### src/rtl/matmul_pkg.sv
// Shared types and helpers for the matrix-multiply sequencer and the AXI register block.
package matmul_pkg;

  typedef enum logic [2:0] {
    IDLE, FETCH, ISSUE, WAIT_ACC, WRITE, FINISH
  } state_t;

  function automatic int max3(input int a, input int b, input int c);
    int m;
    m = (a > b) ? a : b;
    return (m > c) ? m : c;
  endfunction

  // Dimension ports must be able to express MAX+1 so oversize requests are detectable.
  function automatic int calc_idx_w(input int max_m, input int max_k, input int max_n);
    return $clog2(max3(max_m, max_k, max_n) + 1);
  endfunction

  function automatic int calc_addr_w(input int max_m, input int max_k, input int max_n);
    int w;
    w = $clog2(max3(max_m * max_k, max_k * max_n, max_m * max_n));
    return (w < 1) ? 1 : w;
  endfunction

  function automatic logic dims_legal(input int m, input int k, input int n,
                                      input int max_m, input int max_k, input int max_n);
    return (m >= 1) && (m <= max_m) && (k >= 1) && (k <= max_k) &&
           (n >= 1) && (n <= max_n);
  endfunction

endpackage

### src/rtl/matmul_loop_ctr.sv
// i/j/k loop counters with running A/B/C row offsets; addresses are built from adders only.
module matmul_loop_ctr #(
  parameter int IDX_W  = 3,
  parameter int ADDR_W = 4
) (
  input  logic              clk,
  input  logic              rst,
  input  logic              clear,
  input  logic              k_step,
  input  logic              dot_step,
  input  logic [IDX_W-1:0]  dim_m,
  input  logic [IDX_W-1:0]  dim_k,
  input  logic [IDX_W-1:0]  dim_n,
  output logic [ADDR_W-1:0] a_addr,
  output logic [ADDR_W-1:0] b_addr,
  output logic [ADDR_W-1:0] c_addr,
  output logic              k_first,
  output logic              k_last,
  output logic              j_last,
  output logic              i_last
);

  logic [IDX_W-1:0]  i_reg, j_reg, k_reg;
  logic [ADDR_W-1:0] a_row_reg, b_row_reg, c_row_reg;
  logic [ADDR_W-1:0] k_ext, n_ext;

  assign k_ext = ADDR_W'(dim_k);
  assign n_ext = ADDR_W'(dim_n);

  // a_row = i*K, b_row = k*N, c_row = i*N
  always_ff @(posedge clk or posedge rst) begin
    if (rst) begin
      i_reg     <= '0;
      j_reg     <= '0;
      k_reg     <= '0;
      a_row_reg <= '0;
      b_row_reg <= '0;
      c_row_reg <= '0;
    end else if (clear) begin
      i_reg     <= '0;
      j_reg     <= '0;
      k_reg     <= '0;
      a_row_reg <= '0;
      b_row_reg <= '0;
      c_row_reg <= '0;
    end else if (dot_step) begin
      k_reg     <= '0;
      b_row_reg <= '0;
      if (j_last) begin
        j_reg     <= '0;
        i_reg     <= i_reg + IDX_W'(1);
        a_row_reg <= a_row_reg + k_ext;
        c_row_reg <= c_row_reg + n_ext;
      end else begin
        j_reg <= j_reg + IDX_W'(1);
      end
    end else if (k_step) begin
      k_reg     <= k_reg + IDX_W'(1);
      b_row_reg <= b_row_reg + n_ext;
    end
  end

  assign a_addr  = a_row_reg + ADDR_W'(k_reg);
  assign b_addr  = b_row_reg + ADDR_W'(j_reg);
  assign c_addr  = c_row_reg + ADDR_W'(j_reg);
  assign k_first = (k_reg == '0);
  assign k_last  = (k_reg == dim_k - IDX_W'(1));
  assign j_last  = (j_reg == dim_n - IDX_W'(1));
  assign i_last  = (i_reg == dim_m - IDX_W'(1));

endmodule

### src/rtl/matmul_sequencer.sv
// Control FSM for one C = A x B job over the operand BRAMs and shared MAC.
// Optional busy-cycle counter enabled by defining MATMUL_SEQ_PERF_EN.
module matmul_sequencer
  import matmul_pkg::*;
#(
  parameter int MAX_M  = 4,
  parameter int MAX_K  = 4,
  parameter int MAX_N  = 4,
  parameter int DATA_W = 32,
  parameter int IDX_W  = calc_idx_w(MAX_M, MAX_K, MAX_N),
  parameter int ADDR_W = calc_addr_w(MAX_M, MAX_K, MAX_N)
) (
  input  logic              clk,
  input  logic              rst,
  input  logic              start,
  input  logic [IDX_W-1:0]  dim_m,
  input  logic [IDX_W-1:0]  dim_k,
  input  logic [IDX_W-1:0]  dim_n,
  output logic              busy,
  output logic              done,
  output logic              err,
  output logic              a_en,
  output logic [ADDR_W-1:0] a_addr,
  input  logic [DATA_W-1:0] a_rdata,
  output logic              b_en,
  output logic [ADDR_W-1:0] b_addr,
  input  logic [DATA_W-1:0] b_rdata,
  output logic              mac_valid,
  input  logic              mac_ready,
  output logic [DATA_W-1:0] mac_a,
  output logic [DATA_W-1:0] mac_b,
  output logic              mac_first,
  output logic              mac_last,
  input  logic              acc_valid,
  input  logic [DATA_W-1:0] acc_data,
  output logic              c_we,
  output logic [ADDR_W-1:0] c_addr,
  output logic [DATA_W-1:0] c_wdata,
  output logic [31:0]       perf_cycles
);

  state_t             state_reg, state_next;
  logic [IDX_W-1:0]   dm_reg, dk_reg, dn_reg;
  logic               bad_reg, err_reg, done_reg;
  logic [DATA_W-1:0]  result_reg;
  logic               accept, legal, k_step, dot_step;
  logic               k_first, k_last, j_last, i_last;

  assign accept = (state_reg == IDLE) && start;
  assign legal  = dims_legal(int'(dim_m), int'(dim_k), int'(dim_n), MAX_M, MAX_K, MAX_N);

  always_ff @(posedge clk or posedge rst) begin
    if (rst) begin
      state_reg  <= IDLE;
      dm_reg     <= '0;
      dk_reg     <= '0;
      dn_reg     <= '0;
      bad_reg    <= 1'b0;
      err_reg    <= 1'b0;
      done_reg   <= 1'b0;
      result_reg <= '0;
    end else begin
      state_reg <= state_next;
      done_reg  <= (state_reg == FINISH);
      if (accept) begin
        dm_reg  <= dim_m;
        dk_reg  <= dim_k;
        dn_reg  <= dim_n;
        bad_reg <= !legal;
        err_reg <= 1'b0;
      end else if (state_reg == FINISH && bad_reg) begin
        err_reg <= 1'b1;
      end
      if (state_reg == WAIT_ACC && acc_valid)
        result_reg <= acc_data;
    end
  end

  always_comb begin
    state_next = state_reg;
    a_en       = 1'b0;
    b_en       = 1'b0;
    mac_valid  = 1'b0;
    mac_first  = 1'b0;
    mac_last   = 1'b0;
    c_we       = 1'b0;
    k_step     = 1'b0;
    dot_step   = 1'b0;
    case (state_reg)
      IDLE:     if (start) state_next = legal ? FETCH : FINISH;
      FETCH: begin
        a_en       = 1'b1;
        b_en       = 1'b1;
        state_next = ISSUE;
      end
      ISSUE: begin
        mac_valid = 1'b1;
        mac_first = k_first;
        mac_last  = k_last;
        if (mac_ready) begin
          k_step     = !k_last;
          state_next = k_last ? WAIT_ACC : FETCH;
        end
      end
      WAIT_ACC: if (acc_valid) state_next = WRITE;
      WRITE: begin
        c_we       = 1'b1;
        dot_step   = 1'b1;
        state_next = (i_last && j_last) ? FINISH : FETCH;
      end
      FINISH:   state_next = IDLE;
      default:  state_next = IDLE;
    endcase
  end

  matmul_loop_ctr #(.IDX_W(IDX_W), .ADDR_W(ADDR_W)) u_ctr (
    .clk      (clk),
    .rst      (rst),
    .clear    (accept),
    .k_step   (k_step),
    .dot_step (dot_step),
    .dim_m    (dm_reg),
    .dim_k    (dk_reg),
    .dim_n    (dn_reg),
    .a_addr   (a_addr),
    .b_addr   (b_addr),
    .c_addr   (c_addr),
    .k_first  (k_first),
    .k_last   (k_last),
    .j_last   (j_last),
    .i_last   (i_last)
  );

  // Operands pass straight from the BRAM read ports; zero outside ISSUE.
  assign mac_a   = (state_reg == ISSUE) ? a_rdata : '0;
  assign mac_b   = (state_reg == ISSUE) ? b_rdata : '0;
  assign c_wdata = result_reg;
  assign busy    = (state_reg != IDLE);
  assign done    = done_reg;
  assign err     = err_reg;

`ifdef MATMUL_SEQ_PERF_EN
  logic [31:0] perf_reg;

  always_ff @(posedge clk or posedge rst) begin
    if (rst)         perf_reg <= '0;
    else if (accept) perf_reg <= '0;
    else if (busy)   perf_reg <= perf_reg + 32'd1;
  end

  assign perf_cycles = perf_reg;
`else
  assign perf_cycles = '0;
`endif

endmodule
### config.mk
export PLATFORM = sky130hd
export DESIGN_NAME = matmul_sequencer
export DESIGN_NICKNAME = d
export VERILOG_FILES = /design/src/rtl/matmul_pkg.sv /design/src/rtl/matmul_loop_ctr.sv /design/src/rtl/matmul_sequencer.sv
export SDC_FILE = /design/constraint.sdc
export NUM_CORES = 1
export LEC_CHECK = 0
export CAP_MARGIN = 20
export CORE_MARGIN = 4
export CORE_UTILIZATION = 28
export DETAILED_ROUTE_END_ITERATION = 16
export DONT_BUFFER_PORTS = 1
export PLACE_DENSITY = 0.48
export SYNTH_ARGS = -nofsm -noshare
export SYNTH_HDL_FRONTEND = slang
export SYNTH_SLANG_ARGS = --single-unit
export TNS_END_PERCENT = 5
### constraint.sdc
create_clock -name clk -period 3.29 [get_ports clk]
set_input_delay 0.8225 -clock clk [delete_from_list [all_inputs] [get_ports clk]]
set_output_delay 0.8225 -clock clk [all_outputs]
set_load 0.02 [all_outputs]
Word level (Yosys, flattened, before mapping)
Index checks and enable logic that the tools add are counted.
- magnitude comparators: 6
- div/mod/pow operators: 0
- shift-type cells: 0
- equal/unequal tests: 11
- multiplexer cells: 36
- reduce and logical (&&, ||, !) cells: 20
- $add $sub $neg: 12
- bitwise operators: 0
- multiply operators: 0
- operators by type and width (kind ; number):
    $mux 32 ; 2
    $mux 3 ; 14
    $mux 4 ; 9
    $add 4x3->4 ; 6
    $pmux 3 s5 ; 1
    $add 3x1->3 const B ; 3
    $eq 3x3->1 ; 3
    $ge 3x1->1 const B ; 3
    $le 3x3->1 const B ; 3
    $logic_and 1x1->1 ; 9
    $mux 1 ; 9
    $sub 3x1->3 const B ; 3
    $eq 3x2->1 const B ; 2
    $eq 3x3->1 const B ; 2
    $logic_not 3->1 ; 2
    $ne 2x2->1 const B ; 3
    $reduce_bool 2->1 ; 3
    $reduce_bool 3->1 ; 2
    $eq 3x1->1 const B ; 1
    $reduce_and 3->1 ; 1
    $logic_not 1->1 ; 2
    $mux 2 ; 1
    $reduce_and 2->1 ; 1
- output and inout port bits: 149
- memory bits (read-only): 0
- bits in writable memories: 0
- bits in registers: 68
- memories: 0
- latch bits: 0
- word-level logic and storage cells: 99

Logic depth before layout (Yosys ltp)
- depth in word-level cells: 9
- mapped depth: 7
- mapped depth without buffers: 6

By module
A second synthesis with hierarchy kept.
- cells, all modules: 415
- area, all modules: 4404.2 µm²
- modules (own cells, without submodules) (module ; area an instance (µm²) ; sequential area each (µm²) ; cells an instance ; instances):
    matmul_sequencer ; 2688.8 ; 1176.1 ; 246 ; 1
    matmul_loop_ctr ; 1715.4 ; 525.5 ; 169 ; 1

Worst setup path before layout
Ideal clock, no wire load.
- path kind: reg-to-output
- from: reg state_reg[1]
- to: out mac_a[10]
- cell stages (with the launch flop): 7
- path buffers: 3
- arrival time: 1.640 ns
- path slack: 0.827 ns
- cells stage by stage: dfrtp_1 -> buf_2 -> or3b_1 -> inv_1 -> clkbuf_1 -> clkbuf_1 -> and2_1
- cells in the longest elaborated chain, start to end: 2
- ends and longest elaborated chain (what ; line ; RTL):
    start, declared ; matmul_sequencer.sv:42 ; state_t state_reg, state_next;
    start signal, assigned ; matmul_sequencer.sv:63 ; state_reg <= state_next;
    $eq 3x2->1 ; matmul_sequencer.sv:135 ; assign mac_a = (state_reg == ISSUE) ? a_rdata : '0;
    $mux 32 ; matmul_sequencer.sv:135 ;
    end, declared ; matmul_sequencer.sv:30 ; output logic [DATA_W-1:0] mac_a,
Every way passes these cells.

Worst setup path in the final report
- from: reg state_reg[0]
- to: out mac_a[18]
The elaborated chain is that of the path after synthesis.

==> key figures <==
Final layout
  • Share of layout cells above drive strength 1: 13.6%
  • Fin nets: 557
  • Fin area: 0.00459 mm2
  • Max reg flops: 32
  • Commonest non-fill, non-tap cell in the layout: dfrtp_1
  • ANT cells: 0
  • Most frequent cells in the layout: dfrtp_1, and2_1, nand2_1, mux2_2, conb_1
  • Layout area overhead: 9.20%
  • Fin cells: 603

Clock tree
  • Postcts setup bufs: 0
  • Cts-stage hold buffer count: 0
  • Clk root buf: clkbuf_16
  • CTS Buffer Depth: 2
  • Resized cells post-CTS: 0
  • CTS buffer count: 9
  • Clock latency on the worst-skew pair: 0.33 ns
  • CTS tree: done
  • Htree depth: 3
  • Sink Count: 68
  • Clk slew on worst S/H paths: 0.06 ns

Routing
  • Pre-antenna DRT Iters: 4
  • Vias per cell: 4.63
  • Iter 0 DRT Violations: 100
  • Final WL: 10900 um
  • WL per Instance: 18.0 um
  • Post-DRT Antenna Nets: 0
  • Vias: 2790
  • # DRC: 0

Critical path
  • Reg2Reg Depth: 6
  • Max stage delay on crit path: 0.47 ns
  • Startpoint types: register
  • CP top delay family: simple AND/OR/NAND/NOR gates
  • Cell count along the critical path: 4
  • Arrival time worst endpoint: 2.08 ns
  • CP Capture Type: output pin
  • Crit-path max FO: 65
  • CP max stage cell: dfrtp_1
  • Buf/Inv on CP: 2
  • CP cell instances: or3b_1 > inv_1 > buf_4 > and2_1
  • FF-to-FF setup slack: 1.03 ns
  • RR Startpoint: dn_reg[1]
  • Kind of critical path: register to output pin
  • Worst Path Required: 2.47 ns
  • RR Endpoint: u_ctr.c_row_reg[3]

Placed design
  • Gpl congestion: 0.700
  • Dpl cells: 589
  • Placed cell area: 0.00430 mm2
  • Dpl hpwl: 8630 um
  • Pre-CTS setup slack: 0.719 ns
  • Port bufs: 0

Floorplanning
  • Core area: 0.0146 mm2
  • Die W: 130 um
  • I/O Pins: 259
  • Die Y-Extent: 130 um
  • Initial Util: 28.8%
  • Row count: 44
  • Die area: 0.0170 mm2

Pwr
  • Peak supply drop: 468 uV
  • Pwr dens: 999 mW/mm2
  • Lkg Pwr: 2.27 nW

Global route
  • Largest net degree at the start of global routing: 66
  • Vias in the first global route: 2806
  • Congestion Overflow GR: 0
  • First-pass GRT wire length: 15600 um
  • Antenna violations before repair: 0
  • GRT Util Overall: 12.0%

Timing
  • Final Hold Violating Endpoints: 0
  • Final worst slack: 0.384 ns
  • Setup Viol. Count Final: 0
  • Slew HR: 44.6%
  • Fmax: 344 MHz
  • Period utilization: 88.3%
  • WHS: 0.468 ns
  • RSZ-0062 raised after global routing: no
  • Fin crit period: 2.91 ns
  • Post-route setup TNS: 0 ns
  • Clk_skew: 0.00566 ns
  • Worst slew pin tran: 0.830 ns
  • Fin. max-slew vios: 0

Synthesis
  • Yosys warns: 0
  • Synthesized area per cell: 10.0 um2
  • Post-synthesis register bit count: 68
  • Mapped Cells: 419
  • Distinct cells, synth: 36
  • Cell area after synthesis: 0.00420 mm2
  • Register area share after synthesis: 40.5%

Run status
  • Status: completed

Hold path
  • Hold/Removal Path Class: input port to async pin

Job
  • Max-Cap Viols: 0
area by class of cell:
| cell class | instances | area [um2] |
|---|---|---|
| inverter | 25 | 93.8 |
| tap | 184 | 230 |
| multi-input combinational | 305 | 2210 |
| fill | 1496 | 10000 |
| clock inverter | 2 | 35.0 |
| sequential | 68 | 1700 |
| timing repair buffer | 7 | 65.1 |
| clock buffer | 12 | 256 |
power breakdown:
group / switching, W / total (W) / internal [W] / leakage (nW)
sequential: 0.000590 / 0.00177 / 0.00118 / 0.865
clock: 0.000336 / 0.000954 / 0.000618 / 0.145
combinational: 0.00118 / 0.00186 / 0.000678 / 1.26
total: 0.00211 / 0.00459 / 0.00248 / 2.27
worst max path at each step:
stage	start	end	slack, ns
global route	state_reg[1]	mac_b[13]	0.26
floorplan	rst	bad_reg	0.76
global placement	state_reg[1]	mac_b[10]	0.79
detailed placement	state_reg[1]	mac_a[18]	0.72
CTS	state_reg[1]	mac_a[18]	0.37
finish	state_reg[0]	mac_a[18]	0.38
per-stage QoR:
| stage | utilization, % | total power (W) |
|---|---|---|
| global placement | 29.5 | 0.00362 |
| finish | 31.4 | 0.00459 |
| CTS | 31.4 | 0.00466 |
| floorplan | - | 0.00330 |
| global route | 31.4 | 0.00495 |
| detailed placement | 29.5 | 0.00367 |
cells in the mapped netlist:
cell	n	area (um2)
dfrtp_1	68	1700
and2_1	65	407
nand2_1	46	173
buf_4	33	248
mux2_2	32	360
ha_1	25	313
inv_1	25	93.8
clkbuf_1	16	60.1
o21ai_0	14	70.1
a21oi_1	10	50.1
xnor2_1	10	87.6
xor2_1	10	87.6
a21o_1	9	67.6
o31ai_1	8	60.1
nor2_1	7	26.3
fa_1	6	120
mux2i_1	4	40.0
nor3_1	4	20.0
buf_2	3	15.0
nand3_1	3	15.0
or3_1	3	18.8
nand4_1	2	12.5
nor3b_1	2	15.0
or4_1	2	15.0
a311oi_1	1	8.76
a31o_2	1	8.76
a32o_1	1	10.0
conb_1	1	3.75
nor4_1	1	6.26
nor4b_1	1	8.76
o2111ai_1	1	8.76
or2_2	1	6.26
or3b_1	1	8.76
or3b_2	1	8.76
xnor3_1	1	22.5
xor3_1	1	23.8
metal layers:
layer / global-route usage, % / share of wire [%] / wire length [um] / vias to the layer above
li1: - / - / - / 1302
met5: 0 / 0 / 0 / -
met2: 15.9 / 45 / 4900 / 109
met3: 5.16 / 8.7 / 948 / 12
met1: 17.4 / 45 / 4850 / 1367
met4: 4.23 / 1.6 / 174 / 0
kinds of logic (layout without fill, tap and decap cells):
logic type / Yosys count / after routing / share of synthesized area [%]
buffers and inverters: 77 / 46 / 9.92
adder cells (fa/ha/maj): 31 / 31 / 10.3
AO/OA/AOI/OAI: 45 / 45 / 6.76
flip-flops: 68 / 68 / 40.5
other: 1 / 32 / 0.0893
multiplexers: 36 / 36 / 9.53
AND/OR/NAND/NOR: 139 / 139 / 17.6
XOR/XNOR: 22 / 22 / 5.27
Power figures use the tool's default switching activity.
